## src/rtl/dmem_port_arbiter.sv

```systemverilog
// Two-port round-robin arbiter onto a byte-wide data memory; serialises
// byte/half/word accesses into little-endian byte beats and acks once per access.
module dmem_port_arbiter #(
  parameter int noal = 8
) (
  input  logic            clk,
  input  logic            rst_n,
  input  logic            r0_req,
  input  logic            r0_we,
  input  logic [1:0]      r0_size,
  input  logic [noal-1:0] r0_addr,
  input  logic [31:0]     r0_wdata,
  output logic            r0_ack,
  output logic [31:0]     r0_rdata,
  input  logic            r1_req,
  input  logic            r1_we,
  input  logic [1:0]      r1_size,
  input  logic [noal-1:0] r1_addr,
  input  logic [31:0]     r1_wdata,
  output logic            r1_ack,
  output logic [31:0]     r1_rdata,
  output logic [noal-1:0] mem_addr,
  output logic [7:0]      mem_wdata,
  output logic            mem_we,
  output logic            mem_re,
  input  logic [7:0]      mem_rdata,
  output logic            busy
);

  typedef enum logic [1:0] {IDLE, XFER, DONE} state_t;

  state_t          state_q, state_d;
  logic            last_q, last_d;
  logic [1:0]      beat_q, beat_d;
  logic [31:0]     buf_q, buf_d;
  logic            port_q, port_d;
  logic            we_q, we_d;
  logic [1:0]      size_q, size_d;
  logic [noal-1:0] addr_q, addr_d;
  logic [31:0]     wdata_q, wdata_d;
  logic            last_beat;
  logic            in_xfer;
  logic            in_done;
  logic [31:0]     rd_out;

  always_comb begin
    last_beat = 1'b0;
    case (size_q)
      2'b00:   last_beat = (beat_q == 2'd0);
      2'b01:   last_beat = (beat_q == 2'd1);
      default: last_beat = (beat_q == 2'd3);
    endcase
  end

  always_comb begin
    state_d = state_q;
    last_d  = last_q;
    beat_d  = beat_q;
    buf_d   = buf_q;
    port_d  = port_q;
    we_d    = we_q;
    size_d  = size_q;
    addr_d  = addr_q;
    wdata_d = wdata_q;
    case (state_q)
      IDLE: begin
        if (r0_req || r1_req) begin
          // On a tie, last_q names the port served last, so the other one wins.
          port_d  = (r0_req && r1_req) ? ~last_q : r1_req;
          we_d    = port_d ? r1_we    : r0_we;
          size_d  = port_d ? r1_size  : r0_size;
          addr_d  = port_d ? r1_addr  : r0_addr;
          wdata_d = port_d ? r1_wdata : r0_wdata;
          last_d  = port_d;
          buf_d   = '0;
          beat_d  = '0;
          state_d = XFER;
        end
      end
      XFER: begin
        if (!we_q) buf_d[{beat_q, 3'b000} +: 8] = mem_rdata;
        beat_d = beat_q + 2'd1;
        if (last_beat) state_d = DONE;
      end
      DONE:    state_d = IDLE;
      default: state_d = IDLE;
    endcase
  end

  always_ff @(posedge clk) begin
    if (!rst_n) begin
      state_q <= IDLE;
      last_q  <= 1'b1;
      beat_q  <= '0;
      buf_q   <= '0;
    end else begin
      state_q <= state_d;
      last_q  <= last_d;
      beat_q  <= beat_d;
      buf_q   <= buf_d;
    end
  end

  // Request fields are only observed under XFER/DONE, so they need no reset.
  always_ff @(posedge clk) begin
    port_q  <= port_d;
    we_q    <= we_d;
    size_q  <= size_d;
    addr_q  <= addr_d;
    wdata_q <= wdata_d;
  end

  always_comb begin
    in_xfer   = (state_q == XFER);
    in_done   = (state_q == DONE);
    busy      = (state_q != IDLE);
    mem_we    = in_xfer && we_q;
    mem_re    = in_xfer && !we_q;
    mem_addr  = in_xfer ? addr_q + noal'(beat_q) : '0;
    mem_wdata = mem_we ? wdata_q[{beat_q, 3'b000} +: 8] : '0;
    r0_ack    = in_done && !port_q;
    r1_ack    = in_done && port_q;
    rd_out    = (in_done && !we_q) ? buf_q : '0;
    r0_rdata  = r0_ack ? rd_out : '0;
    r1_rdata  = r1_ack ? rd_out : '0;
  end

endmodule

```

## config.mk

```make
export PLATFORM = sky130hd
export DESIGN_NAME = dmem_port_arbiter
export DESIGN_NICKNAME = d
export VERILOG_FILES = /design/src/rtl/dmem_port_arbiter.sv
export SDC_FILE = /design/constraint.sdc
export NUM_CORES = 1
export LEC_CHECK = 0
export CORE_MARGIN = 2
export CORE_UTILIZATION = 45
export CTS_BUF_LIST = sky130_fd_sc_hd__clkbuf_4
export DETAILED_ROUTE_END_ITERATION = 10
export MAX_ROUTING_LAYER = met4
export PLACE_DENSITY = 0.87
export SLEW_MARGIN = 0
export SYNTH_ARGS = -nofsm -noshare
export SYNTH_HDL_FRONTEND = slang
export SYNTH_SLANG_ARGS = --single-unit
```

## constraint.sdc

```tcl
create_clock -name clk -period 3.2 [get_ports clk]
set_input_delay 0.48 -clock clk [delete_from_list [all_inputs] [get_ports clk]]
set_output_delay 0.48 -clock clk [all_outputs]
set_load 0.005 [all_outputs]
```

-- Word-level counts from Yosys, hierarchy flattened
Index checks and enable logic that the tools add are counted.
- add/subtract/negate cells: 3
- equal/unequal tests: 8
- shift operators: 3
- multiplexer cells: 20
- bitwise logic cells: 1
- reductions and logical operators: 18
- operator list (kind ; number):
    2-to-1 mux 32 bit ; 6
    one-hot mux 32 bit (2 select lines) ; 1
    bitwise mux 32 bit ; 1
    variable shift 8 x 7 -> 32 bit, first input constant ; 1
    variable part select 32 x 6 -> 8 bit ; 1
    variable part select 8 x 7 -> 32 bit ; 1
    2-to-1 mux 8 bit ; 3
    adder 8 x 2 -> 8 bit ; 1
    2-to-1 mux 2 bit ; 4
    one-hot mux 2 bit (2 select lines) ; 2
    negator 5 -> 7 bit ; 1
    == test 2 x 1 -> 1 bit, second input constant ; 3
    logical AND 1 bit ; 6
    zero test 2 bit ; 3
    != test 2 bit, second input constant ; 3
    AND reduction 2 bit ; 3
    == test 2 bit, second input constant ; 2
    nonzero test 2 bit ; 2
    AND reduction 3 bit ; 1
    adder 2 x 1 -> 2 bit, second input constant ; 1
    zero test 1 bit ; 2
    2-to-1 mux 1 bit ; 2
    one-hot mux 1 bit (2 select lines) ; 1
    logical OR 1 bit ; 1
    NOT 1 bit ; 1
- register bits: 81
- logic and storage cells: 62

-- Depth between registers and ports, before layout
Gate-level depths: netlist of the first run.
- word-level depth: 5
- gate-level depth with buffers: 9
- depth with buffers taken out: 6

-- Least setup slack after synthesis of the first run
Ideal clock, no wire load.
- path type: reg-to-reg
- start point: register beat_q[0]
- end point: register buf_q[24]
- setup time: 70 ps
- data arrival time: 2041 ps
- data required time: 3130 ps
- path slack: 1089 ps
- cell stages (with the launch flop): 8
- buffers on the path: 2
- period minus slack after synthesis: 2111 ps
- path through: dfxtp_1 buf_2 buf_2 inv_2 ha_1 nor4_2 nand3_1 a21boi_1
- word-level cells in the longest chain between the ends: 5
- ends and longest elaborated chain (what ; line ; RTL):
    from (decl) ; 34 ; logic [1:0] beat_q, beat_d;
    from (signal assigned) ; 99 ; beat_q <= beat_d;
    negator 5 -> 7 bit (*) ; 81 ; if (!we_q) buf_d[{beat_q, 3'b000} +: 8] = mem_rdata;
    variable part select 8 x 7 -> 32 bit / variable shift 8 x 7 -> 32 bit (equally long branches) ; 81 ;
    bitwise mux 32 bit (*) ; 81 ;
    2-to-1 mux 32 bit (*) ; 81 ;
    one-hot mux 32 bit (2 select lines) (*) ; 65 ; case (state_q)
    to (signal assigned) ; 100 ; buf_q <= buf_d;
    to (decl) ; 35 ; logic [31:0] buf_q, buf_d;
Mark *: on every way between the ends. The rest lies on a longest branch, timed or not. The select of a mux whose other input is x is not followed.
A chain may end at the register's enable or synchronous reset.

-- Worst setup path after layout of the first run
- start point: register addr_q[0]
- end point: output mem_addr[6]
- word-level cells in the longest chain between the ends: 2
- ends and longest elaborated chain (what ; line ; RTL):
    from (decl) ; 39 ; logic [noal-1:0] addr_q, addr_d;
    from (signal assigned) ; 109 ; addr_q <= addr_d;
    adder 8 x 2 -> 8 bit ; 119 ; mem_addr = in_xfer ? addr_q + noal'(beat_q) : '0;
    2-to-1 mux 8 bit ; 119 ;
    to (decl) ; 22 ; output logic [noal-1:0] mem_addr,
No other way between the ends.

==> impl_metrics.csv, run 1 <==
group,metric,value,unit
final_layout,final_common_cell,"clkdlybuf4s50_1",
sta,tns,0,ns
logic_synthesis,yosys.cell_types.count,42,
logic_synthesis,syn_inst,399,
sta,fin_skew,0.01609,ns
floorplan,dieWidth,103.5,um
global_routing,grt_max_degree,46,
global_routing,grtUsageTotal,0.2175,
worst_setup_path,startpoint_type,"flip-flop",
logic_synthesis,synth-edff-count,44,
power,p_total,2.451,mW
power,combPwrFrac,0.213,
global_routing,antenna_found_initial,0,
clock_tree,insertion_delay,0.43,ns
final_layout,num-nets-final,678,
route,vias,3723,
sta,hold_viol_final,0,
sta,layout_min_cycle_time,2.773,ns
floorplan,row_count,36,
worst_setup_path,critPathMaxFanout,3,
clock_tree,root_buffer,"clkbuf_4",
worst_setup_path,arrival,2.29,ns
logic_synthesis,synth_area,4451,sq um
clock_tree,post_cts_resized,0,
power,p_per_area,373.4,nW/um^2
final_layout,num_antenna_cells,0,
sta,period_share,0.8666,
final_layout,num-fill-cells,705,
sta,slew_headroom,0.4891,
route,detail_route.first_pass.iterations,5,
logic_synthesis,syn_nets,505,
min_path,min_to,"buf_q[27]",
min_path,hold_start,"buf_q[27]",
floorplan,dieArea,10700,sq um
clock_tree,cts_inserted_buffers,9,
sta,worstMarginPinSlew,0.7600,ns
route,drtIter0Drc,98,
worst_setup_path,reg2reg_depth,6,
global_routing,first_global_vias,3660,
route,drt-total-wl,11140,um
clock_tree,ctsHoldBuffers,0,
clock_tree,clk_transition_reported_paths,0.13,ns
final_layout,regArea,2062,sq um
power,p_clk_frac,0.278,
floorplan,io_pins,183,
placement,io_buffers,182,
outcome,outcome,"complete, no violations",
route,post_drt_wl_per_cell,15.68,um
logic_synthesis,synthFlopType,"edfxtp_1",
logic_synthesis,yosysWarningCount,0,
job,cap_violations,0,
worst_setup_path,cp.required,2.72,ns
clock_tree,cts_tree,"built",
floorplan,initial_core_util,0.4596,
final_layout,final_cell_mix,"clkdlybuf4s50_1 (182), and2_1 (67), edfxtp_1 (44)",
global_routing,grt_pass1_wl,17250,um
logic_synthesis,syn_area_per_cell,11.15,sq um
min_path,hp-class,"reg2reg",
logic_synthesis,synth_seq_cells,81,
route,drc,0,
power,switching_share,0.2625,
logic_synthesis,async_reset_ff_frac,0,
final_layout,multi_input_area,2252,sq um
worst_setup_path,worst-setup-path-type,"reg2out",
clock_tree,cts_sinks,81,
sta,max_freq,0.3606,GHz
clock_tree,htreeDepth,3,
final_layout,drive_gt1_frac,0.09359,
power,p_switching,0.6434,mW
power,p_int,1.808,mW
power,leakage,2.360,nW
placement,globalplace.congestion,0.7836,
floorplan,core_area,9684,sq um
power,seqPwrFrac,0.509,
route,routed_via_density,5.244,
sta,drv_slew,0,
worst_setup_path,r2r_slack,0.94,ns
logic_synthesis,yosysSeqAreaShare,0.4633,
worst_setup_path,timing.rr.end,"buf_q[25]",
global_routing,grt_overflow,0,
route,ant_nets,0,
worst_setup_path,r2r_start,"beat_q[0]",
min_path,hold_path_depth,2,
floorplan,die_h,103.5,um
clock_tree,clk_path_buf_depth,2,
sta,finalSetupViolCount,0,
worst_setup_path,crit_path_end_kind,"output pin",
sta,hold_ws,0.4790,ns
clock_tree,cts_setup_buffers,0,
placement,post-dp-hpwl,8753,um
final_layout,area_delta_synth_final,47.48,%
sta,rsz0062_at_grt,"no",
power,peakVddDrop,0.0002367,V
## state kept, by name (all words and copies together) (netlist names)
register and flops:
size_q 2, we_q 1, port_q 1, state_q 2, beat_q 2, buf_q 32
wdata_q 32, last_q 1, addr_q 8
## how the worst max path moves through the flow
stage | startpoint | end | slack (ns)
floorplan | beat_q[0] | buf_q[24] | 1.09
finish | addr_q[0] | mem_addr[6] | 0.43
detailed placement | r1_req | wdata_q[6] | 0.82
global placement | state_q[0] | mem_wdata[0] | 0.90
global route | addr_q[0] | mem_addr[6] | 0.28
CTS | addr_q[0] | mem_addr[6] | 0.39
## layout make-up
cell class | instances | area share
Tap cell | 133 | 0.02535
Timing Repair Buffer | 191 | 0.2897
Clock inverter | 6 | 0.01392
Clock buffer | 10 | 0.01144
Multi-Input combinational cell | 285 | 0.3431
Inverter | 4 | 0.002287
Sequential cell | 81 | 0.3141
## power by group through the flow
| stage | logic (mW) | clock network [mW] | registers (mW) |
|---|---|---|---|
| after floorplan | 0.290 | 0 | 1.25 |
| after global placement | 0.508 | 0 | 1.27 |
| after detailed placement | 0.525 | 0 | 1.27 |
| after CTS | 0.528 | 0.690 | 1.25 |
| after global routing | 0.571 | 0.731 | 1.26 |
| final | 0.523 | 0.681 | 1.25 |
## stage by stage
| stage | worst slack, ns | instance area, sq um | instances | utilization |
|---|---|---|---|---|
| floorplan | 1.089 | 4451 | 399 | - |
| global placement | 0.9016 | 6397 | 694 | 0.6606 |
| detailed placement | 0.8198 | 6397 | 694 | 0.6606 |
| CTS | 0.3915 | 6564 | 710 | 0.6778 |
| global route | 0.2826 | 6564 | 710 | 0.6778 |
| finish | 0.4268 | 6564 | 710 | 0.6778 |
## critical path: stages (launching register included)
cell and delay (ns):
edfxtp_1 0.41, ha_1 0.22, fa_1 0.43, nand3_1 0.11
xor2_1 0.07, nor2_1 0.10, clkdlybuf4s50_1 0.52
## Yosys cell counts (2+ instances only)
library cell  number  area (sq um)
o41ai_2           10         162.7
nand3_1           37         185.2
xor2_1             4         35.03
o41ai_1            6         52.55
o21ai_1            8         40.04
buf_2              9         45.04
and3_1             9         56.30
edfxtp_1          44          1321
clkbuf_1          17         63.81
and2_1            67         419.2
buf_6              3         33.78
a21o_1             3         22.52
nand4_1            8         50.05
nand3b_1           4         30.03
o21bai_1           2         15.01
a21oi_1            3         15.01
mux4_2             8         180.2
mux2_1            43         484.2
nand4b_1           2         17.52
xnor2_1            2         17.52
inv_2              2         7.510
nor3_1             2         10.01
dfxtp_1           37         740.7
nand2_1           24         90.09
nor2_1            10         37.54
ha_1               7         87.58
inv_1              2         7.510
a21boi_1          12         90.09
## routing by layer
layer,wire length (um),vias to the layer above,global-route usage,part of all wire
met1,4239,1729,0.2387,0.38
met4,216,0,0.07692,0.019
met3,828,20,0.04032,0.074
met2,5851,175,0.3931,0.53
li1,-,1799,-,-
met5,0,-,-,0
## cell families (layout without fill, tap and decap cells)
logic type | after synthesis | after routing | share of synthesized area
buffers and inverters | 33 | 211 | 0.03542
XOR/XNOR | 6 | 6 | 0.01181
AND/OR/NAND/NOR | 173 | 173 | 0.2210
adder cells (fa/ha/maj) | 8 | 8 | 0.02418
multiplexers | 52 | 52 | 0.1515
AO/OA/AOI/OAI | 46 | 46 | 0.09278
flip-flops | 81 | 81 | 0.4633
Power figures use the tool's default switching activity.
==> run 2: changes to the inputs <==
--- a/config.mk
+++ b/config.mk
@@ -5,12 +5,14 @@
 export SDC_FILE = /design/constraint.sdc
 export NUM_CORES = 1
 export LEC_CHECK = 0
+export CELL_PAD_IN_SITES_DETAIL_PLACEMENT = 1
+export CELL_PAD_IN_SITES_GLOBAL_PLACEMENT = 1
 export CORE_MARGIN = 2
-export CORE_UTILIZATION = 45
+export CORE_UTILIZATION = 36
 export CTS_BUF_LIST = sky130_fd_sc_hd__clkbuf_4
 export DETAILED_ROUTE_END_ITERATION = 10
 export MAX_ROUTING_LAYER = met4
-export PLACE_DENSITY = 0.87
+export PLACE_DENSITY = 0.92
 export SLEW_MARGIN = 0
 export SYNTH_ARGS = -nofsm -noshare
 export SYNTH_HDL_FRONTEND = slang
==> impl_metrics.csv, run 2 (synthesized netlist as in run 1, its figures left out) <==
group,metric,value,unit
outcome,outcome,"complete, no violations",
global_routing,grtUsageTotal,0.2175,
sta,layout_min_cycle_time,2.985,ns
min_path,hold_path_depth,2,
final_layout,final_cell_mix,"clkdlybuf4s50_1 (182), and2_1 (67), edfxtp_1 (44)",
route,ant_nets,0,
power,p_per_area,375.9,nW/um^2
final_layout,final_common_cell,"clkdlybuf4s50_1",
power,p_switching,0.6670,mW
worst_setup_path,crit_path_end_kind,"output pin",
power,peakVddDrop,0.0002164,V
route,post_drt_wl_per_cell,18.55,um
global_routing,grt_overflow,0,
power,switching_share,0.2689,
clock_tree,cts_tree,"built",
final_layout,num_antenna_cells,0,
clock_tree,cts_inserted_buffers,9,
worst_setup_path,startpoint_type,"flip-flop",
route,drt-total-wl,13800,um
global_routing,grt_pass1_wl,21390,um
final_layout,area_delta_synth_final,48.24,%
clock_tree,cts_sinks,81,
placement,globalplace.congestion,0.8824,
floorplan,dieArea,13270,sq um
power,seqPwrFrac,0.509,
route,routed_via_density,5.081,
clock_tree,ctsHoldBuffers,0,
floorplan,die_h,115.2,um
sta,tns,0,ns
placement,dp.cells,728,
clock_tree,clk_transition_reported_paths,0.13,ns
sta,rsz0062_at_grt,"no",
sta,worstMarginPinSlew,0.7714,ns
route,drtIter0Drc,154,
final_layout,num-nets-final,677,
worst_setup_path,reg2reg_depth,6,
job,cap_violations,0,
global_routing,grt_max_degree,46,
sta,slew_headroom,0.4841,
floorplan,initial_core_util,0.3690,
placement,post-dp-hpwl,11060,um
clock_tree,clk_path_buf_depth,2,
clock_tree,htreeDepth,3,
worst_setup_path,r2r_slack,0.83,ns
sta,fin_skew,0.01673,ns
worst_setup_path,arrival,2.50,ns
worst_setup_path,r2r_start,"beat_q[0]",
sta,max_freq,0.3350,GHz
clock_tree,insertion_delay,0.43,ns
worst_setup_path,worst-setup-path-type,"reg2out",
sta,period_share,0.9327,
worst_setup_path,critPathMaxFanout,23,
sta,hold_viol_final,0,
global_routing,first_global_vias,4053,
power,p_clk_frac,0.276,
route,drc,0,
sta,drv_slew,0,
global_routing,antenna_found_initial,0,
power,p_int,1.813,mW
final_layout,fin_area,6598,sq um
floorplan,core_area,12060,sq um
min_path,hp-class,"reg2reg",
final_layout,final_cells,744,
final_layout,reg_top3,"buf_q (32), wdata_q (32), addr_q (8)",
sta,finalSetupViolCount,0,
min_path,hold_start,"buf_q[28]",
route,vias,3780,
worst_setup_path,cp.required,2.72,ns
final_layout,drive_gt1_frac,0.09375,
placement,io_buffers,182,
placement,placed_area,6434,sq um
floorplan,row_count,40,
power,leakage,2.359,nW
clock_tree,root_buffer,"clkbuf_4",
worst_setup_path,timing.rr.end,"buf_q[30]",
floorplan,dieWidth,115.2,um
floorplan,io_pins,183,
min_path,min_to,"buf_q[28]",
power,combPwrFrac,0.216,
sta,hold_ws,0.4780,ns
route,detail_route.first_pass.iterations,4,
-- run 2: cell count changes in the layout (fill, tap and decap cells not counted), sizes merged --
| cell | before | now |
|---|---|---|
| buf | 9 | 8 |
| clkbuf | 10 | 11 |
| clkinv | 0 | 1 |
| clkinvlp | 3 | 2 |
| inv | 5 | 4 |
-- run 2: metrics by stage --
stage | util | total power [mW] | worst slack, ns
after floorplan | - | 1.541 | 1.089
after global routing | 0.5470 | 2.593 | 0.04414
final | 0.5470 | 2.480 | 0.2153
after CTS | 0.5470 | 2.512 | 0.1595
after global placement | 0.5334 | 1.778 | 0.5919
after detailed placement | 0.5334 | 1.823 | 0.5009
-- run 2: cell type report --
| class | count | area [sq um] |
|---|---|---|
| clock buffer | 11 | 82.58 |
| clock inverter | 5 | 80.08 |
| fill | 1306 | 5464 |
| inverter | 4 | 15.01 |
| multi-input combinational | 285 | 2252 |
| sequential | 81 | 2063 |
| tap | 168 | 210.2 |
| timing repair buffer | 190 | 1894 |
-- run 2: how the worst max path moves through the flow --
stage                   end  startpoint  slack (ns)  cells past startpoint
2_1_floorplan     buf_q[24]   beat_q[0]        1.09                      7
3_3_place_gp   mem_wdata[4]   beat_q[0]        0.59                      4
3_5_place_dp    mem_addr[4]   beat_q[0]        0.50                      6
4_1_cts        mem_wdata[1]  state_q[0]        0.16                      3
5_1_grt        mem_wdata[1]  state_q[0]        0.04                      3
6_report       mem_wdata[1]  state_q[0]        0.22                      3
-- run 2: power groups by stage --
stage	Clock [mW]	Sequential, mW	Combinational [mW]
final	0.684	1.26	0.535
after global routing	0.739	1.27	0.580
after CTS	0.708	1.26	0.541
after detailed placement	0	1.29	0.537
after global placement	0	1.27	0.505
after floorplan	0	1.25	0.290
-- run 2: per-layer routing --
metal	vias up	wire length [um]	track usage	share of wire
met4	0	212	0.06265	0.015
met1	1804	5630	0.2445	0.41
li1	1789	-	-	-
met5	-	0	-	0
met2	165	7075	0.3851	0.51
met3	22	884	0.05113	0.064
-- run 2: timing repair --
| item | CTS | global route |
|---|---|---|
| resized for setup | 1 | 0 |
| setup endpoints to repair | 1 | 0 |
| buffers inserted | 0 | 0 |
-- run 2: worst max-delay path, stage by stage (launching register included) --
cell and delay [ns]:
dfxtp_1 0.54, and2b_1 0.68, and3_1 0.29, clkdlybuf4s50_1 0.56
==> run 3: changes to the inputs <==
--- a/config.mk
+++ b/config.mk
@@ -13,6 +13,7 @@
 export DETAILED_ROUTE_END_ITERATION = 10
 export MAX_ROUTING_LAYER = met4
 export PLACE_DENSITY = 0.92
+export RECOVER_POWER = 25
 export SLEW_MARGIN = 0
 export SYNTH_ARGS = -nofsm -noshare
 export SYNTH_HDL_FRONTEND = slang
==> impl_metrics.csv, run 3 (synthesized netlist as in run 1, its figures left out) <==
group,metric,value,unit
outcome,outcome,"complete, no violations",
worst_setup_path,r2r_start,"state_q[0]",
clock_tree,post_cts_resized,1,
sta,drv_slew,0,
min_path,hold_path_depth,2,
worst_setup_path,slowest_delay,0.68,ns
power,seqPwrFrac,0.511,
min_path,min_to,"buf_q[28]",
final_layout,num_antenna_cells,0,
sta,tns,0,ns
route,detail_route.first_pass.iterations,4,
worst_setup_path,crit_path_end_kind,"output pin",
power,p_clk_frac,0.277,
floorplan,dieWidth,115.2,um
power,leakage,2.346,nW
power,p_per_area,376.2,nW/um^2
final_layout,final_common_cell,"clkdlybuf4s50_1",
floorplan,core_area,12060,sq um
power,combPwrFrac,0.212,
worst_setup_path,crit_cells,3,
clock_tree,clk_path_buf_depth,2,
global_routing,grt_pass1_wl,21390,um
final_layout,fin_area,6569,sq um
final_layout,final_cell_mix,"clkdlybuf4s50_1 (181), and2_1 (67), edfxtp_1 (44)",
route,drc,0,
final_layout,area_delta_synth_final,47.60,%
clock_tree,ctsHoldBuffers,0,
worst_setup_path,critPathMaxFanout,23,
route,routed_via_density,5.083,
worst_setup_path,timing.rr.end,"wdata_q[2]",
worst_setup_path,cp.required,2.72,ns
min_path,hold_start,"buf_q[28]",
global_routing,grtUsageTotal,0.2175,
global_routing,grt_overflow,0,
power,p_total,2.471,mW
route,ant_nets,0,
route,vias,3782,
power,switching_share,0.2688,
clock_tree,cts_inserted_buffers,9,
worst_setup_path,arrival,2.50,ns
sta,layout_min_cycle_time,2.980,ns
final_layout,reg_top3,"buf_q (32), wdata_q (32), addr_q (8)",
sta,max_freq,0.3355,GHz
placement,placed_area,6434,sq um
floorplan,io_pins,183,
clock_tree,clk_transition_reported_paths,0.13,ns
sta,hold_viol_final,0,
global_routing,antenna_found_initial,0,
worst_setup_path,worst-setup-path-type,"reg2out",
final_layout,num-nets-final,677,
floorplan,initial_core_util,0.3690,
sta,rsz0062_at_grt,"no",
floorplan,die_h,115.2,um
final_layout,num-fill-cells,1311,
placement,dp_worst_setup_slack,0.5009,ns
worst_setup_path,reg2reg_depth,4,
sta,fin_skew,0.01639,ns
clock_tree,root_buffer,"clkbuf_4",
clock_tree,cts_sinks,81,
power,peakVddDrop,0.0002168,V
power,p_switching,0.6642,mW
worst_setup_path,cp_top_family,"simple AND/OR/NAND/NOR gates",
placement,io_buffers,182,
job,cap_violations,0,
worst_setup_path,crit_path_top_delay_cell,"and2b_1",
worst_setup_path,startpoint_type,"flip-flop",
sta,worstMarginPinSlew,1.117,ns
clock_tree,htreeDepth,3,
worst_setup_path,crit_chain,"and2b_1, and3_1, clkdlybuf4s50_1",
sta,slew_headroom,0.2551,
worst_setup_path,r2r_slack,0.71,ns
placement,post-dp-hpwl,11060,um
placement,globalplace.congestion,0.8824,
power,p_int,1.807,mW
sta,period_share,0.9313,
global_routing,first_global_vias,4053,
min_path,hp-class,"reg2reg",
clock_tree,cts_tree,"built",
final_layout,drive_gt1_frac,0.09028,
worst_setup_path,critPathBufInv,1,
clock_tree,insertion_delay,0.43,ns
route,post_drt_wl_per_cell,18.56,um
floorplan,dieArea,13270,sq um
route,drt-total-wl,13810,um
sta,layout_setup_ws,0.2197,ns
floorplan,row_count,40,
route,drtIter0Drc,181,
sta,finalSetupViolCount,0,
clock_tree,cts_setup_buffers,0,
global_routing,grt_max_degree,46,
==> run 3: changes by cell type in the layout (fill, tap and decap cells not counted), sizes merged <==
cell,before,now
buf,8,6
clkbuf,11,13
dlygate4sd3,0,1
clkdlybuf4s50,182,181
==> run 3: metal layers <==
layer  up-vias  GRT usage  share of wire
li1       1789          -              -
met1      1797     0.2445           0.41
met2       174     0.3851           0.51
met3        22    0.05113          0.066
met4         0    0.06265          0.015
met5         -          -              0
==> run 3: through the flow <==
step / util / std cells / hold WS [ns]
final: 0.5446 / 744 / 0.4780
after global routing: 0.5446 / 744 / 0.5150
after CTS: 0.5470 / 744 / 0.4901
after detailed placement: 0.5334 / 728 / 0.4738
after global placement: 0.5334 / 728 / 0.4639
after floorplan: - / 399 / 0.4346
==> run 3: worst max path at each step <==
| stage | slack, ns | from | endpoint |
|---|---|---|---|
| finish | 0.22 | state_q[0] | mem_wdata[1] |
| global route | 0.04 | state_q[0] | mem_wdata[1] |
| CTS | 0.16 | state_q[0] | mem_wdata[1] |
| detailed placement | 0.50 | beat_q[0] | mem_addr[4] |
| global placement | 0.59 | beat_q[0] | mem_wdata[4] |
| floorplan | 1.09 | beat_q[0] | buf_q[24] |
==> run 3: final cells by class <==
type | count | area, sq um | share of cell area
Sequential cell | 81 | 2063 | 0.3141
Tap cell | 168 | 210.2 | 0.03200
Clock inverter | 5 | 80.08 | 0.01219
Inverter | 4 | 15.01 | 0.002286
Multi-Input combinational cell | 285 | 2241 | 0.3411
Timing Repair Buffer | 190 | 1877 | 0.2857
Clock buffer | 11 | 82.58 | 0.01257
==> run 3: power by group through the flow <==
stage          Clock [mW]  Sequential [mW]  Combinational [mW]
6_report            0.684             1.26               0.525
5_1_grt             0.739             1.27               0.570
4_1_cts             0.708             1.26               0.541
3_5_place_dp            0             1.29               0.537
3_3_place_gp            0             1.27               0.505
2_1_floorplan           0             1.25               0.290
==> run 3: worst register-to-register path: stages, from the launching register on <==
cell and delay, ns:
dfxtp_1 0.42, or2_0 0.26, o21bai_1 0.26, inv_1 0.45
clkbuf_2 0.72
